`src/rtl/lemming_hatch_ctrl.sv`:
```
// Hatch sequencer for the walker array: opens the hatch, releases lemmings one at a
// time over a valid/ready spawn handshake, and tallies saved/lost lemmings until done.
module lemming_hatch_ctrl #(
  parameter int unsigned NUM_LEM  = 8,
  parameter int unsigned GAP      = 4,
  parameter int unsigned OPEN_CYC = 3,
  parameter int unsigned CW       = $clog2(NUM_LEM + 1)
) (
  input  logic          clk,
  input  logic          areset_n,
  input  logic          start,
  input  logic          pause,
  input  logic          spawn_ready,
  input  logic          exit_pulse,
  input  logic          lost_pulse,
  output logic          spawn_valid,
  output logic          spawn_dir,
  output logic          hatch_open,
  output logic          busy,
  output logic          done,
  output logic [CW-1:0] released,
  output logic [CW-1:0] saved,
  output logic [CW-1:0] lost
);

  localparam int unsigned TMAX = (GAP > OPEN_CYC) ? GAP : OPEN_CYC;
  localparam int unsigned TW   = $clog2(TMAX + 1);
  localparam int unsigned SW   = CW + 1;

  typedef enum logic [2:0] {
    S_IDLE,
    S_OPENING,
    S_RELEASE,
    S_GAP,
    S_DRAIN,
    S_DONE
  } state_t;

  state_t        state_q, state_d;
  logic          dir_q, dir_d;
  logic [TW-1:0] tmr_q, tmr_d;
  logic [CW-1:0] rel_q, rel_d;
  logic [CW-1:0] saved_q, saved_d;
  logic [CW-1:0] lost_q, lost_d;
  logic          counting_c;

  // State and counter registers
  always_ff @(posedge clk or negedge areset_n) begin
    if (!areset_n) begin
      state_q <= S_IDLE;
      dir_q   <= 1'b0;
      tmr_q   <= '0;
      rel_q   <= '0;
      saved_q <= '0;
      lost_q  <= '0;
    end else begin
      state_q <= state_d;
      dir_q   <= dir_d;
      tmr_q   <= tmr_d;
      rel_q   <= rel_d;
      saved_q <= saved_d;
      lost_q  <= lost_d;
    end
  end

  // Next-state, timers and saturating tallies
  always_comb begin
    state_d    = state_q;
    dir_d      = dir_q;
    tmr_d      = tmr_q;
    rel_d      = rel_q;
    saved_d    = saved_q;
    lost_d     = lost_q;
    counting_c = (state_q != S_IDLE) && (state_q != S_DONE);

    if (counting_c) begin
      if (exit_pulse && (saved_q != CW'(NUM_LEM))) saved_d = saved_q + CW'(1);
      if (lost_pulse && (lost_q != CW'(NUM_LEM)))  lost_d  = lost_q + CW'(1);
    end

    case (state_q)
      S_IDLE, S_DONE: begin
        if (start) begin
          state_d = S_OPENING;
          rel_d   = '0;
          saved_d = '0;
          lost_d  = '0;
          dir_d   = 1'b0;
          tmr_d   = TW'(OPEN_CYC - 1);
        end
      end
      S_OPENING, S_GAP: begin
        if (!pause) begin
          if (tmr_q == '0) state_d = S_RELEASE;
          else             tmr_d   = tmr_q - TW'(1);
        end
      end
      S_RELEASE: begin
        // valid stays up regardless of pause until the walker array takes it
        if (spawn_ready) begin
          rel_d = rel_q + CW'(1);
          dir_d = ~dir_q;
          if ((SW'(rel_q) + SW'(1)) == SW'(NUM_LEM)) begin
            state_d = S_DRAIN;
          end else begin
            state_d = S_GAP;
            tmr_d   = TW'(GAP - 1);
          end
        end
      end
      S_DRAIN: begin
        if ((SW'(saved_d) + SW'(lost_d)) == SW'(NUM_LEM)) state_d = S_DONE;
      end
      default: state_d = S_IDLE;
    endcase
  end

  assign spawn_valid = (state_q == S_RELEASE);
  assign spawn_dir   = dir_q;
  assign hatch_open  = (state_q == S_OPENING) || (state_q == S_RELEASE) ||
                       (state_q == S_GAP)     || (state_q == S_DRAIN);
  assign busy        = (state_q != S_IDLE) && (state_q != S_DONE);
  assign done        = (state_q == S_DONE);
  assign released    = rel_q;
  assign saved       = saved_q;
  assign lost        = lost_q;

endmodule
```
`config.mk`:
```
export PLATFORM = sky130hd
export DESIGN_NAME = lemming_hatch_ctrl
export DESIGN_NICKNAME = d
export VERILOG_FILES = /design/src/rtl/lemming_hatch_ctrl.sv
export SDC_FILE = /design/constraint.sdc
export NUM_CORES = 1
export LEC_CHECK = 0
export CORE_ASPECT_RATIO = 1.2
export CORE_MARGIN = 2
export CORE_UTILIZATION = 56
export CTS_CLUSTER_SIZE = 12
export DETAILED_ROUTE_END_ITERATION = 8
export DONT_BUFFER_PORTS = 1
export GPL_TIMING_DRIVEN = 0
export PLACE_DENSITY = 0.74
export SLEW_MARGIN = 20
export SYNTH_ARGS = -nofsm -noshare
export SYNTH_HDL_FRONTEND = slang
export SYNTH_SLANG_ARGS = --single-unit
```
`constraint.sdc`:
```
create_clock -name clk -period 3.2 [get_ports clk]
set_clock_uncertainty 0.1 [all_clocks]
set_input_delay 0.64 -clock clk [delete_from_list [all_inputs] [get_ports clk]]
set_output_delay 0.64 -clock clk [all_outputs]
set_load 0.005 [all_outputs]
```
==> impl_metrics.env <==
export IMPL_wire_per_inst_um=15.1
export IMPL_hold_start="start"
export IMPL_final_setup_worst_slack_ns=0.196
export IMPL_synth_nets=172
export IMPL_synth_edff_count=0
export IMPL_cp_required_ns=3.33
export IMPL_path_clk_slew_ns=0.11
export IMPL_finalWirelength_mm=2.91
export IMPL_max_stage_delay_ns=0.48
export IMPL_p_per_area_nw_per_um2=1000
export IMPL_cp_end_kind="register"
export IMPL_cp_arrival_ns=3.13
export IMPL_port_buffers=0
export IMPL_insertion_delay_ns=0.30
export IMPL_grt_use_total=0.225
export IMPL_drtPass1Iterations=4
export IMPL_drive_gt1_frac=0.155
export IMPL_setup_viol=0
export IMPL_core_area_sq_um=2280
export IMPL_drv_slew=0
export IMPL_async_flop_share=1.00
export IMPL_io_pins=24
export IMPL_hp_class="in -> reg"
export IMPL_cts_tree="yes"
export IMPL_postRouteAntennaNets=0
export IMPL_htreeDepth=1
export IMPL_fin_crit_sh=0.939
export IMPL_final_cells=192
export IMPL_final_common_cell="dfrtp_1"
export IMPL_initial_core_util=0.588
export IMPL_antenna_found_initial=0
export IMPL_num_vias=1133
export IMPL_synth_seq_cells=19
export IMPL_ys_seq_area_frac=0.354
export IMPL_power_leakage_uw=0.000627
export IMPL_area_growth_pct=12.2
export IMPL_die_w_um=48.7
export IMPL_routed_via_density=5.90
export IMPL_synth_ff_type="dfrtp_1"
export IMPL_core_rowCount=19
export IMPL_ir_drop_mv=0.585
export IMPL_cp_top_family="simple AND/OR/NAND/NOR gates"
export IMPL_crit_path_start_kind="register"
export IMPL_cts_sinks=19
export IMPL_gp_congestion=0.863
export IMPL_die_y_um=57.6
export IMPL_grt_pass1_vias=1127
export IMPL_startpoint="saved[0]"
export IMPL_synthCells=153
export IMPL_worst_path_buf_inv=1
export IMPL_syn_area_sq_um=1340
export IMPL_grt_max_degree=20
export IMPL_fin_crit_ns=3.00
export IMPL_slowest_stage="dfrtp_2"
export IMPL_hold_viol_final=0
export IMPL_drtIter0Drc=22
export IMPL_avgSynthCellArea_sq_um=8.77
export IMPL_place_ws_ns=-0.130
export IMPL_cts_buffer_depth=2
export IMPL_hpwl_mm=2.12
export IMPL_r2r_slack_ns=0.20
export IMPL_slew_headroom=0.404
export IMPL_crit_type="reg -> reg"
export IMPL_ys_types=37
export IMPL_path_max_fanout=7
export IMPL_post_route_cell_area_sq_um=1510
export IMPL_antenna_cells=0
export IMPL_reg2reg_from="saved[0]"
export IMPL_status="complete, no violations"
export IMPL_fmax_mhz=333
export IMPL_dp_cells=184
export IMPL_grt_first_pass_wirelength_mm=4.90
export IMPL_maxCapViolCount=0
export IMPL_nNetsFinal=181
export IMPL_drc=0
export IMPL_yosys_warnings=0
export IMPL_layout_common_cells="dfrtp_1, nand2_1, o21ai_0, nor2_1"
export IMPL_tightest_slew_ns=0.892
export IMPL_grt_overflow=0
export IMPL_die_area_sq_um=2800
export IMPL_cts_inserted_buffers=3
export IMPL_placed_area_sq_um=1380
export IMPL_critical_path_cell_chain="inv_1, ha_2, nand2_2, o221ai_4, mux2i_4, xor2_1, ha_1, nor3_2, nand3_1, or4_1, and3_1, a211oi_2"
export IMPL_root_buffer="clkbuf_4"
export IMPL_whs_ns=0.295
[Yosys cell counts, types with 2 or more instances]
| library cell | instances | share of area |
|---|---|---|
| mux2i_1 | 3 | 0.022 |
| xnor2_1 | 4 | 0.026 |
| dfrtp_1 | 19 | 0.35 |
| nor4_1 | 2 | 0.0093 |
| nand2_1 | 17 | 0.048 |
| nor2_1 | 13 | 0.036 |
| ha_1 | 12 | 0.11 |
| inv_1 | 11 | 0.031 |
| nor3_1 | 4 | 0.015 |
| nor2b_1 | 2 | 0.0093 |
| o31ai_1 | 2 | 0.011 |
| nand2b_1 | 2 | 0.0093 |
| xor2_1 | 3 | 0.020 |
| and2_1 | 5 | 0.023 |
| nand3b_1 | 2 | 0.011 |
| nand3_1 | 8 | 0.030 |
| o21ai_0 | 17 | 0.063 |
| a31oi_1 | 2 | 0.0093 |
| a21oi_1 | 6 | 0.022 |
| clkbuf_1 | 2 | 0.0056 |
[metrics by stage]
step | utilization | power, uW | setup TNS [ns]
CTS | 0.633 | 1440 | 0
detailed placement | 0.605 | 1250 | -0.130
finish | 0.660 | 1510 | 0
global placement | 0.605 | 1200 | -0.0498
global route | 0.660 | 1680 | -0.0260
floorplan | - | 1080 | 0
[flip-flops by register name, summed over array words and instances, names as in the netlist, named ones only]
register   flops
lost           4
released       4
saved          3
spawn_dir      1
state_q        3
tmr_q          3
[worst paths after layout]
kind                       cells past startpoint          to
setup / recovery                              12  state_q[0]
hold / removal                                 1     lost[1]
setup reg to reg                              12  state_q[0]
hold reg to reg                                1    tmr_q[0]
max in group asynchronous                      1    saved[0]
min in group asynchronous                      1     lost[0]
[routing by layer]
metal / routed length [um] / GRT usage / vias to the layer above
met2: 1500 / 0.411 / 41
li1: - / - / 557
met1: 1200 / 0.258 / 528
met4: 55 / 0.102 / 0
met3: 150 / 0.0387 / 7
met5: 0 / 0 / -
[report_power, final]
group / switching (uW) / leakage, uW / total (uW) / internal, uW
clock network: 79.7 / 0.0000177 / 126 / 46.7
logic: 491 / 0.000386 / 874 / 383
registers: 158 / 0.000224 / 509 / 352
[logic make-up (layout without fill, tap and decap cells)]
group / Yosys count / count (layout) / synth area share
multiplexers: 4 / 4 / 0.0308
XOR/XNOR: 8 / 8 / 0.0578
flip-flops: 19 / 19 / 0.354
adder cells (fa/ha/maj): 12 / 12 / 0.112
AO/OA/AOI/OAI: 35 / 35 / 0.176
AND/OR/NAND/NOR: 61 / 61 / 0.224
buffers and inverters: 14 / 22 / 0.0448
[repair_timing]
| item | CTS | global route |
|---|---|---|
| hold buffers | 1 | 0 |
| pin swaps | 1 | 5 |
| buffers inserted | 1 | 2 |
| endpoints found under the hold margin | 19 | 0 |
| resized for setup | 5 | 11 |
| endpoints found under the setup margin | 1 | 1 |
[cell type report]
class | instances | area, sq um
buffer | 3 | 18.8
sequential | 19 | 478
multi-input combinational | 120 | 868
tap | 31 | 38.8
fill | 178 | 777
clock inverter | 1 | 5.00
inverter | 11 | 41.3
timing repair buffer | 4 | 32.5
clock buffer | 3 | 22.5
[worst register-to-register path, cell delays in order (launching register included)]
cell and delay (ns):
dfrtp_2 0.48, inv_1 0.08, ha_2 0.16, nand2_2 0.06, o221ai_4 0.29, mux2i_4 0.36, xor2_1 0.18, ha_1 0.26
nor3_2 0.14, nand3_1 0.09, or4_1 0.39, and3_1 0.19, a211oi_2 0.14
Note: power is estimated with default switching activity, not from simulation.
